## src/rtl/instr_mem_loader.sv

```systemverilog
// Instruction-memory writer: packs big-endian bytes from the UART receiver into
// words and stores them at consecutive addresses until a halt word or a full memory.
module instr_mem_loader #(
  parameter int                NB_DATA   = 32,
  parameter int                NB_BYTE   = 8,
  parameter int                NB_ADDR   = 7,
  parameter logic [NB_DATA-1:0] HALT_WORD = 32'hFFFF_FFFF
) (
  input  logic               clock,
  input  logic               reset,
  input  logic               start_i,
  input  logic [NB_BYTE-1:0] rx_data_i,
  input  logic               rx_done_i,
  output logic               wr_en_o,
  output logic [NB_ADDR-1:0] wr_addr_o,
  output logic [NB_DATA-1:0] wr_data_o,
  output logic [NB_ADDR:0]   word_count_o,
  output logic               loading_o,
  output logic               done_o,
  output logic               overflow_o
);

  localparam int BYTES_PER_WORD = NB_DATA / NB_BYTE;
  localparam int NB_BCNT        = (BYTES_PER_WORD > 1) ? $clog2(BYTES_PER_WORD) : 1;
  localparam logic [NB_BCNT-1:0] LAST_BYTE = NB_BCNT'(BYTES_PER_WORD - 1);
  localparam logic [NB_ADDR-1:0] LAST_ADDR = '1;

  typedef enum logic [1:0] {
    IDLE,
    RECV,
    WRITE,
    DONE
  } state_t;

  state_t                     state;
  logic [NB_BCNT-1:0]         byte_cnt;
  logic [NB_DATA-NB_BYTE-1:0] assembly;
  logic [NB_ADDR-1:0]         addr;
  logic [NB_DATA-1:0]         next_word;

  // The top byte of a word never needs storing: it is shifted straight out into wr_data_o.
  assign next_word = {assembly, rx_data_i};

  always_ff @(posedge clock or negedge reset) begin
    if (!reset) begin
      state        <= IDLE;
      byte_cnt     <= '0;
      assembly     <= '0;
      addr         <= '0;
      wr_en_o      <= 1'b0;
      wr_addr_o    <= '0;
      wr_data_o    <= '0;
      word_count_o <= '0;
      loading_o    <= 1'b0;
      done_o       <= 1'b0;
      overflow_o   <= 1'b0;
    end else begin
      case (state)
        IDLE, DONE: begin
          wr_en_o <= 1'b0;
          if (start_i) begin
            state        <= RECV;
            addr         <= '0;
            byte_cnt     <= '0;
            word_count_o <= '0;
            done_o       <= 1'b0;
            overflow_o   <= 1'b0;
            loading_o    <= 1'b1;
          end
        end

        RECV: begin
          if (rx_done_i) begin
            assembly <= next_word[NB_DATA-NB_BYTE-1:0];
            if (byte_cnt == LAST_BYTE) begin
              state     <= WRITE;
              byte_cnt  <= '0;
              wr_en_o   <= 1'b1;
              wr_addr_o <= addr;
              wr_data_o <= next_word;
            end else begin
              byte_cnt <= byte_cnt + 1'b1;
            end
          end
        end

        WRITE: begin
          wr_en_o      <= 1'b0;
          word_count_o <= word_count_o + 1'b1;
          if (wr_data_o == HALT_WORD) begin
            state      <= DONE;
            done_o     <= 1'b1;
            loading_o  <= 1'b0;
            overflow_o <= 1'b0;
          end else if (addr == LAST_ADDR) begin
            state      <= DONE;
            done_o     <= 1'b1;
            loading_o  <= 1'b0;
            overflow_o <= 1'b1;
          end else begin
            state <= RECV;
            addr  <= addr + 1'b1;
            // A strobe landing in this cycle is the first byte of the next word.
            if (rx_done_i) begin
              assembly <= next_word[NB_DATA-NB_BYTE-1:0];
              byte_cnt <= NB_BCNT'(1);
            end
          end
        end

        default: begin
          state   <= IDLE;
          wr_en_o <= 1'b0;
        end
      endcase
    end
  end

endmodule

```

## config.mk

```make
export PLATFORM = sky130hd
export DESIGN_NAME = instr_mem_loader
export DESIGN_NICKNAME = d
export VERILOG_FILES = /design/src/rtl/instr_mem_loader.sv
export SDC_FILE = /design/constraint.sdc
export NUM_CORES = 1
export LEC_CHECK = 0
export BUFFER_PORTS_ARGS = -buffer_cell sky130_fd_sc_hd__buf_2
export CAP_MARGIN = 0
export CELL_PAD_IN_SITES_DETAIL_PLACEMENT = 2
export CELL_PAD_IN_SITES_GLOBAL_PLACEMENT = 2
export CORE_MARGIN = 2
export CORE_UTILIZATION = 34
export DETAILED_ROUTE_END_ITERATION = 10
export GPL_TIMING_DRIVEN = 0
export PLACE_DENSITY_LB_ADDON = 0.3
export SLEW_MARGIN = 10
export SYNTH_ARGS = -nofsm -noshare
export SYNTH_HDL_FRONTEND = slang
export SYNTH_SLANG_ARGS = --single-unit
```

## constraint.sdc

```tcl
create_clock -name clock -period 2.1 [get_ports clock]
set_clock_uncertainty 0.05 [all_clocks]
set_input_delay 0.105 -clock clock [delete_from_list [all_inputs] [get_ports clock]]
set_output_delay 0.105 -clock clock [all_outputs]
set_load 0.02 [all_outputs]
```

==> results.yml, run 1 <==
clock_tree:
  cts_tree: "done"
  path_clk_slew_ns: 0.09
  clock_path_buffers: 2
  cts_sinks: 86
  root_buffer: "clkbuf_8"
  worstSkewPairLatency_ns: 0.37
  cts-buffers-inserted: 9
  htreeDepth: 3
global_route:
  grt_antenna_before_repair: 0
  grt_pass1_wl_um: 16400
  grt_pass1_vias: 2993
  grt_usage: 0.187
  gr-total-overflow: 0
  grt_start_max_net_pins: 54
hold_path:
  hp-class: "input port to flop"
  hold_path_depth: 3
  hold_end: "byte_cnt[0]"
  worstHoldStart: "rx_done_i"
floorplanning:
  die_h_um: 108
  rows: 38
  die_area_um2: 11700
  die_w_um: 108
  core_um2: 10700
  pin_count: 63
  initial_core_util: 0.345
timing:
  period_share: 0.994
  finalCriticalPeriod_ns: 2.09
  setup_tns_ns: 0
  setup_viol: 0
  timing.fmax_mhz: 479
  worstMarginPinSlew_ns: 0.561
  hold_violations: 0
  maxSlewViolCount: 0
  rsz0062_at_grt: "true"
  slew_headroom: 0.626
synth:
  ys_top_cells_by_area: "dfrtp_1 58%, mux2_2 20%, ha_1 2.0%"
  synth_cell_types: 36
  yosysSeqAreaShare: 0.583
  synth-main-ff-cell: "dfrtp_1"
  yosysWarnings: 0
  async_flop_share: 1.00
  syn_avg_cell_area_um2: 12.9
  ys_seq_elements: 86
  syn-cell-area_um2: 3690
  yosysTopAreaCell: "dfrtp_1"
  synth_top_area_frac: 0.583
  synthCells: 286
  syn_nets: 304
  synth_edf_count: 0
layout:
  drive_gt1_frac: 0.458
  num_antenna_cells: 0
  area_growth_pct: 28.7
  fin_area_um2: 4750
  nets: 397
critical_path:
  setup.worst_path.start_class: "flop"
  cp-startpoint: "wr_data_o[25]"
  cp_slowest_cell: "nor4_4"
  r2r-end: "assembly[1]"
  path_class: "flop to flop"
  path_max_fanout: 6
  cp.required_ns: 2.31
  r2r_setup_slack_ns: 0.01
  rr_startpoint: "wr_data_o[25]"
  crit_arrival_ns: 2.29
  reg2reg_depth: 7
  endpoint_kind: "flop"
  max_stage_delay_ns: 0.42
  worstPathCellList: "nand4_1, nor4_4, a21oi_4, a31oi_4, buf_12, buf_4, mux2_2"
route:
  drtPass1Iterations: 4
  wl_met3_um: 285
  vias_per_cell: 5.10
  top_layer_used: "met4"
  via_count: 2673
  drt-met1-wl_um: 4780
  totalWireLength_um: 10200
  dr.first_iter.drc_count: 121
  wl_met2_um: 4940
  wl_per_cell_um: 19.5
  drc_errors: 0
  drtAntennaViolNets: 0
power:
  p_per_area_nw_per_um2: 1250
  power.leakage_nw: 2.43
  ir_drop_uv: 478
flow_run:
  drv_cap: 0
placed_design:
  io_buffers: 62
  gp_congestion: 0.755
  placed_cell_area_um2: 4210
  hpwl_um: 6550
status:
  outcome: "finished clean"
## cells in the mapped netlist (2+ instances only)
cell	n
dfrtp_1	86
mux2_2	64
nor2_1	17
nand2_1	14
a21oi_1	11
nand4_1	11
nand3_1	9
o21ai_0	8
and3_1	7
clkbuf_1	7
ha_1	6
nor3_1	6
buf_1	4
inv_1	4
a31oi_1	3
mux2i_1	3
buf_6	2
nand3b_1	2
nor2b_1	2
nor4_2	2
o21bai_1	2
xor2_1	2
## area by class of cell
class                           count  area, µm²
Tap cell                          140        175
Inverter                            4       15.0
Fill cell                        1083       5940
Timing Repair Buffer               85        556
Sequential cell                    86       2150
Multi-Input combinational cell    183       1580
Clock inverter                      5       61.3
Clock buffer                       11        151
Buffer                             10       65.1
## flip-flops by register name, indices dropped and copies added (netlist names)
register	flops
wr_data_o	32
assembly	24
word_count_o	8
addr	7
wr_addr_o	7
byte_cnt	2
state	2
done_o	1
loading_o	1
overflow_o	1
wr_en_o	1
## cells by family (layout without fill, tap and decap cells)
group / after synthesis / in the layout / synth area share
muxes: 67 / 67 / 0.203
AOI/OAI and AO/OA: 36 / 36 / 0.0671
and+or+nand+nor: 71 / 71 / 0.0982
buffers and inverters: 17 / 115 / 0.0213
xor gates and xnor gates: 3 / 3 / 0.00712
adders and majority gates: 6 / 6 / 0.0203
DFF: 86 / 86 / 0.583
## worst max-delay path by stage
stage	cells after the start	end	slack (ns)
after floorplan	8	word_count_o[5]	0.04
after detailed placement	7	word_count_o[3]	-0.66
after global placement	7	word_count_o[5]	-0.59
after global routing	7	assembly[3]	-0.04
after CTS	5	wr_data_o[31]	0.02
final	7	assembly[1]	0.01
## placed cells by master (no fill, tap or decap), types with 2 or more instances in the layout
master         synthesis  routed
clkbuf_8               0      11
buf_8                  0       3
mux2_2                64      48
o21bai_1               2       2
nor4_4                 0       2
and3_1                 7       7
buf_2                  0      65
nor3_1                 6       6
inv_6                  0       3
o21ai_0                8       8
clkbuf_2               0       3
buf_4                  0      11
nand3_1                9       8
inv_1                  4       4
nand4_1               11      11
nand3b_1               2       2
nand2_1               14      14
nor2_1                17      15
ha_1                   6       5
mux2_4                 0      16
dlygate4sd3_1          0       9
a21oi_1               11      11
a31oi_1                3       3
dfrtp_1               86      85
mux2i_1                3       2
nor2b_1                2       2
xor2_1                 2       2
## critical path, delay by kind of cell, from the launching register on
kind / cells / cell delay, ns
and+or+nand+nor: 2 / 0.61
DFF: 1 / 0.37
muxes: 1 / 0.33
AOI/OAI and AO/OA: 2 / 0.32
buffers and inverters: 2 / 0.28
## through the flow
step / total power [mW] / utilization / setup slack, ns / hold WS, ns / std cells
final: 5.92 / 0.444 / 0.0136 / 0.0676 / 524
after global routing: 6.28 / 0.444 / -0.0424 / 0.103 / 524
after CTS: 5.71 / 0.435 / 0.0190 / 0.0592 / 522
after detailed placement: 4.17 / 0.393 / -0.664 / 0.0502 / 489
after global placement: 4.07 / 0.391 / -0.587 / 0.305 / 488
after floorplan: 3.55 / - / 0.0432 / -0.241 / 286
## report_power, final
part / total [mW] / leakage, nW / switching [mW] / internal (mW)
clock: 1.28 / 0.111 / 0.655 / 0.626
combinational: 2.16 / 1.19 / 1.06 / 1.10
sequential: 2.48 / 1.13 / 0.390 / 2.09
total: 5.92 / 2.43 / 2.10 / 3.82
## metal layers
layer / GRT usage / up-vias
met5: 0 / -
met4: 0.0705 / 0
met3: 0.0368 / 14
met2: 0.301 / 54
met1: 0.250 / 1385
li1: - / 1220
## timing repair
| action | CTS | global route |
|---|---|---|
| hold endpoints to repair | 49 | 0 |
| pin swaps | 4 | 2 |
| gates resized for setup | 18 | 25 |
| setup endpoints to repair | 74 | 68 |
| hold buffers | 9 | 0 |
| buffers inserted | 8 | 3 |
| gates cloned | 2 | 0 |
(Power assumes the default switching activity.)
==> run 2: changes to the inputs <==
CORE_MARGIN = unset   (was 2)
HOLD_SLACK_MARGIN = 0.06   (was unset)
==> run 2 against run 1 <==
  * The flow now finishes with violations (negative setup slack)
  * Critical endpoint is now assembly[11]
  * Core utilization rose by 1.7 points
  * Setup slack got worse by 0.026 ns
  * First-iteration DRC count fell by 12%
  * Cell count rose by 1.3%
  * Combinational power rose by 3%
  * Sequential power barely moved
  * Critical path depth did not move
==> results.yml, run 2 (same netlist as run 1, synthesis figures left out) <==
route:
  wl_per_cell_um: 20.7
  drtPass1Iterations: 4
  totalWireLength_um: 11000
  drtAntennaViolNets: 0
  via_count: 2738
  vias_per_cell: 5.16
  drc_errors: 0
  dr.first_iter.drc_count: 107
critical_path:
  path_class: "flop to flop"
  endpoint_kind: "flop"
  cp.required_ns: 2.30
  setup.worst_path.start_class: "flop"
  crit_arrival_ns: 2.31
  path_max_fanout: 6
  worstPathCellList: "nand4_1, nor4_4, a21oi_4, a31oi_4, buf_12, buf_8, mux2_2"
  max_stage_delay_ns: 0.45
  cp_slowest_cell: "nor4_4"
timing:
  maxSlewViolCount: 0
  setup_viol: 5
  rsz0062_at_grt: "true"
  finalCriticalPeriod_ns: 2.11
  fin_ws_ns: -0.0122
  hold_violations: 0
  period_share: 1.01
  timing.fmax_mhz: 473
  worstMarginPinSlew_ns: 0.504
  slew_headroom: 0.664
global_route:
  grt_antenna_before_repair: 0
  grt_start_max_net_pins: 62
  grt_pass1_wl_um: 17000
  grt_pass1_vias: 3017
  gr-total-overflow: 0
  grt_usage: 0.199
floorplanning:
  core_um2: 10400
  die_w_um: 106
  pin_count: 63
  die_h_um: 106
  initial_core_util: 0.355
  rows: 37
  die_area_um2: 11300
layout:
  largestRegisters: "wr_data_o (32), assembly (24), word_count_o (8)"
  layout.core_utilization: 0.461
  layout_common_cells: "84 x dfrtp_1, 66 x buf_2, 47 x mux2_2"
  regMostFlops: "wr_data_o"
  drive_gt1_frac: 0.473
  final_common_cell: "dfrtp_1"
  num_antenna_cells: 0
  area_growth_pct: 30.0
  num-fill-cells: 1071
  largest_reg_flops: 32
  nets: 408
clock_tree:
  clock_path_buffers: 2
  cts-buffers-inserted: 9
  root_buffer: "clkbuf_8"
  cts_tree: "done"
  path_clk_slew_ns: 0.09
  worstSkewPairLatency_ns: 0.37
  htreeDepth: 3
  cts_sinks: 86
hold_path:
  hp-class: "input port to flop"
power:
  p_per_area_nw_per_um2: 1220
  ir_drop_uv: 449
  power.leakage_nw: 2.47
placed_design:
  gp_congestion: 0.718
  dp_slack_ns: -0.700
  hpwl_um: 6490
  io_buffers: 62
status:
  violations: "negative setup slack"
  outcome: "complete, but fails checks"
flow_run:
  drv_cap: 0
-- run 2: cell count changes in the layout (fill, tap and decap cells not counted), moves of 2 or more --
cell | before | now
buf_4 | 11 | 21
buf_6 | 1 | 3
clkbuf_1 | 1 | 3
clkbuf_2 | 3 | 0
clkbuf_8 | 11 | 9
inv_6 | 3 | 1
-- run 2: worst paths after layout --
| path | from | end | slack [ns] | cells past startpoint |
|---|---|---|---|---|
| max in group asynchronous | reset | addr[1] | 1.22 | 3 |
| min | start_i | done_o | 0.09 | 4 |
| min in group asynchronous | reset | wr_data_o[7] | 0.13 | 2 |
| min reg2reg | wr_en_o | wr_en_o | 0.45 | 2 |
| max reg2reg | wr_data_o[25] | assembly[11] | -0.01 | 7 |
| max | wr_data_o[25] | assembly[11] | -0.01 | 7 |
-- run 2: stage by stage --
step	instance area [µm²]	total power, mW	hold WS [ns]	setup TNS [ns]	instances
4_1_cts	4700	5.63	0.0867	0	524
3_3_place_gp	4170	4.06	0.307	-12.32	484
6_report	4800	5.84	0.0909	-0.0414	531
2_1_floorplan	3690	3.55	-0.241	0	286
3_5_place_dp	4200	4.18	-0.00794	-14.04	485
5_1_grt	4800	6.16	0.0933	-1.02	531
-- run 2: layout make-up --
| cell class | count | area (µm²) | share of cell area |
|---|---|---|---|
| clock inverters | 6 | 46.3 | 0.00964 |
| inverters | 4 | 15.0 | 0.00313 |
| plain buffers | 10 | 70.1 | 0.0146 |
| repair buffers | 96 | 634 | 0.132 |
| clock buffers | 10 | 128 | 0.0266 |
| well taps | 136 | 170 | 0.0354 |
| flip-flops and latches | 86 | 2150 | 0.449 |
| multi-input cells | 183 | 1590 | 0.330 |
-- run 2: report_power, final --
group | internal, mW | switching (mW)
Sequential | 2.09 | 0.398
Combinational | 1.12 | 1.10
Clock | 0.442 | 0.682
-- run 2: critical path, delay by kind of cell (launching register included) --
| kind | cells | cell delay [ns] |
|---|---|---|
| simple gates | 2 | 0.64 |
| mux | 1 | 0.33 |
| buf+inv | 2 | 0.28 |
| compound gates | 2 | 0.33 |
| flops | 1 | 0.36 |
-- run 2: per-layer routing --
layer,up-vias,track usage,share of wire
li1,1242,-,-
met1,1439,0.266,0.46
met2,51,0.339,0.50
met3,6,0.0331,0.028
met4,0,0.0446,0.0090
met5,-,0,0
-- run 2: repair_timing --
item / 4_1_cts / 5_1_grt
hold endpoints to repair: 102 / 0
setup endpoints to repair: 83 / 70
hold buffers: 9 / 0
pin swaps: 5 / 2
gates cloned: 2 / 0
resized for setup: 29 / 17
setup buffers: 14 / 8
==> run 3: changes to the inputs <==
ABC_AREA = 1   (was unset)
CORE_UTILIZATION = 32   (was 34)
RECOVER_POWER = 100   (was unset)
SETUP_SLACK_MARGIN = 0.4   (was unset)
==> run 3 against run 2 <==
  * The flow now finishes without violations
  * Total power shrank 0.48%
  * Global-route usage shrank 0.89 points
  * Synthesized cell count grew 42%
  * First-iteration DRC count shrank 39%
  * Die area grew 13%
==> results.yml, run 3 <==
status:
  outcome: "finished clean"
timing:
  slew_headroom: 0.375
  worstMarginPinSlew_ns: 0.938
  fin_ws_ns: 0.257
  setup_tns_ns: 0
  timing.fmax_mhz: 543
  rsz0062_at_grt: "true"
  hold_violations: 0
  finalCriticalPeriod_ns: 1.84
  setup_viol: 0
  maxSlewViolCount: 0
  period_share: 0.877
power:
  seqPwrFrac: 0.408
  p_switching_mw: 2.16
  intPower_mw: 3.65
  p_per_area_nw_per_um2: 1170
  power.leakage_nw: 2.41
  ir_drop_uv: 637
  combPwrFrac: 0.314
  swShare: 0.372
  p_total_mw: 5.81
  p_clk_frac: 0.279
layout:
  area_growth_pct: 26.8
  final_common_cell: "nand2_1"
  layout_common_cells: "135 x nand2_1, 83 x dfrtp_1, 55 x clkbuf_1"
  num_antenna_cells: 0
  nets: 523
  regMostFlops: "wr_data_o"
  largestRegisters: "wr_data_o (32), assembly (24), word_count_o (8)"
  largest_reg_flops: 32
  drive_gt1_frac: 0.189
  fin_area_um2: 4980
synth:
  yosysTopAreaCell: "dfrtp_1"
  synth_compound_area_frac: 0.0303
  ys_seq_elements: 86
  synth_top_area_frac: 0.548
  synth_edf_count: 0
  synthMuxAreaShare: 0.0975
  synth.most_common_cell: "nand2_1"
  yosys.area_share.simple: 0.252
  syn-cell-area_um2: 3930
  synthAdderAreaFrac: 0.0191
  syn_nets: 425
  ys_top_cells_by_area: "dfrtp_1 55%, nand2_1 13%, nand4_1 5.4%"
  synthCells: 407
  synth_xor_area_frac: 0.00893
  synth_top_family_by_area: "simple AND/OR/NAND/NOR gates"
  yosysWarnings: 0
  syn_avg_cell_area_um2: 9.64
  synth_common_cells: "135 x nand2_1, 86 x dfrtp_1, 34 x nand4_1, 33 x nor2_1"
  async_flop_share: 1.00
  synth-main-ff-cell: "dfrtp_1"
  synth_cell_types: 29
  yosysSeqAreaShare: 0.548
flow_run:
  drv_cap: 0
clock_tree:
  cts_tree: "done"
  htreeDepth: 3
  cts-buffers-inserted: 9
  cts_sinks: 86
  worstSkewPairLatency_ns: 0.35
  clock_path_buffers: 2
  path_clk_slew_ns: 0.06
  root_buffer: "clkbuf_16"
critical_path:
  r2r-end: "word_count_o[3]"
  reg2reg_depth: 8
  cp.required_ns: 2.28
  path_max_fanout: 10
  crit_arrival_ns: 2.03
  r2r_setup_slack_ns: 0.26
  setup.worst_path.start_class: "flop"
  rr_startpoint: "state[0]"
  endpoint_kind: "flop"
  path_class: "flop to flop"
global_route:
  grt_antenna_before_repair: 0
  grt_usage: 0.190
  grt_start_max_net_pins: 54
  gr-total-overflow: 0
  grt_pass1_vias: 3631
  grt_pass1_wl_um: 18500
route:
  drtPass1Iterations: 3
  dr.first_iter.drc_count: 65
  drtAntennaViolNets: 0
  vias_per_cell: 4.97
  drc_errors: 0
  wl_per_cell_um: 16.9
  totalWireLength_um: 11100
  via_count: 3263
floorplanning:
  rows: 40
  die_area_um2: 12700
  die_w_um: 113
  core_um2: 12000
  die_h_um: 113
  pin_count: 63
  initial_core_util: 0.328
hold_path:
  hold_path_depth: 3
  worstHoldStart: "rx_done_i"
  hp-class: "input port to flop"
  hold_end: "assembly[1]"
placed_design:
  placed_cell_area_um2: 4440
  gp_congestion: 0.737
  hpwl_um: 7890
  dp_slack_ns: 0.148
  io_buffers: 61
==> run 3: worst max-delay path by stage <==
stage                        start              end  slack (ns)  cells past startpoint
after floorplan           state[0]  word_count_o[3]        0.45                      8
after global placement       reset          addr[1]        0.11                      1
after detailed placement  state[0]  word_count_o[3]        0.15                      8
after CTS                 state[0]  word_count_o[4]        0.37                     11
after global routing      state[1]    wr_data_o[31]        0.17                      5
final                     state[0]  word_count_o[3]        0.26                      8
==> run 3: per-layer routing <==
metal	up-vias	share of wire	GRT usage
li1	1537	-	-
met1	1674	0.42	0.221
met2	42	0.54	0.349
met3	10	0.025	0.0407
met4	0	0.012	0.0587
met5	-	0	0
==> run 3: power groups by stage <==
stage | sequential [mW] | clock (mW) | combinational, mW
CTS | 2.38 | 1.66 | 1.86
floorplan | 2.41 | 0 | 0.959
finish | 2.37 | 1.62 | 1.82
global placement | 2.36 | 0 | 1.51
global route | 2.42 | 1.71 | 2.04
detailed placement | 2.39 | 0 | 1.60
==> run 3: cells by family after synthesis <==
family          Yosys count
simple gates            221
flops                    86
buf+inv                  38
mux                      34
compound gates           18
fa+ha+maj                 6
xor+xnor                  4
==> run 3: worst max-delay path, cell delays in order (launching register included) <==
cell	delay, ns
dfrtp_2	0.39
inv_2	0.05
ha_4	0.29
inv_4	0.04
nor2_1	0.32
a21oi_4	0.09
clkbuf_2	0.24
a21oi_1	0.19
nor2_1	0.07
==> run 3: cell type report <==
class,instances,area [µm²]
clock buffer,9,225
fill,1308,6980
timing repair buffer,87,468
sequential,86,2160
inverter,21,86.3
tap,147,184
multi-input combinational,283,1660
buffer,17,130
clock inverter,6,68.8
==> run 3: per-stage QoR <==
stage / std cells / hold slack (ns) / utilization
3_3_place_gp: 615 / 0.302 / 0.369
5_1_grt: 656 / 0.112 / 0.416
6_report: 656 / 0.107 / 0.416
2_1_floorplan: 407 / -0.241 / -
3_5_place_dp: 616 / 0.0511 / 0.372
4_1_cts: 648 / 0.0921 / 0.418
==> run 3: repair_timing <==
action,CTS,global route
buffers inserted,8,8
cloned,0,0
pin swaps,3,8
gates resized for setup,32,16
hold buffers,9,0
endpoints found under the hold margin,49,0
setup endpoints to repair,80,55
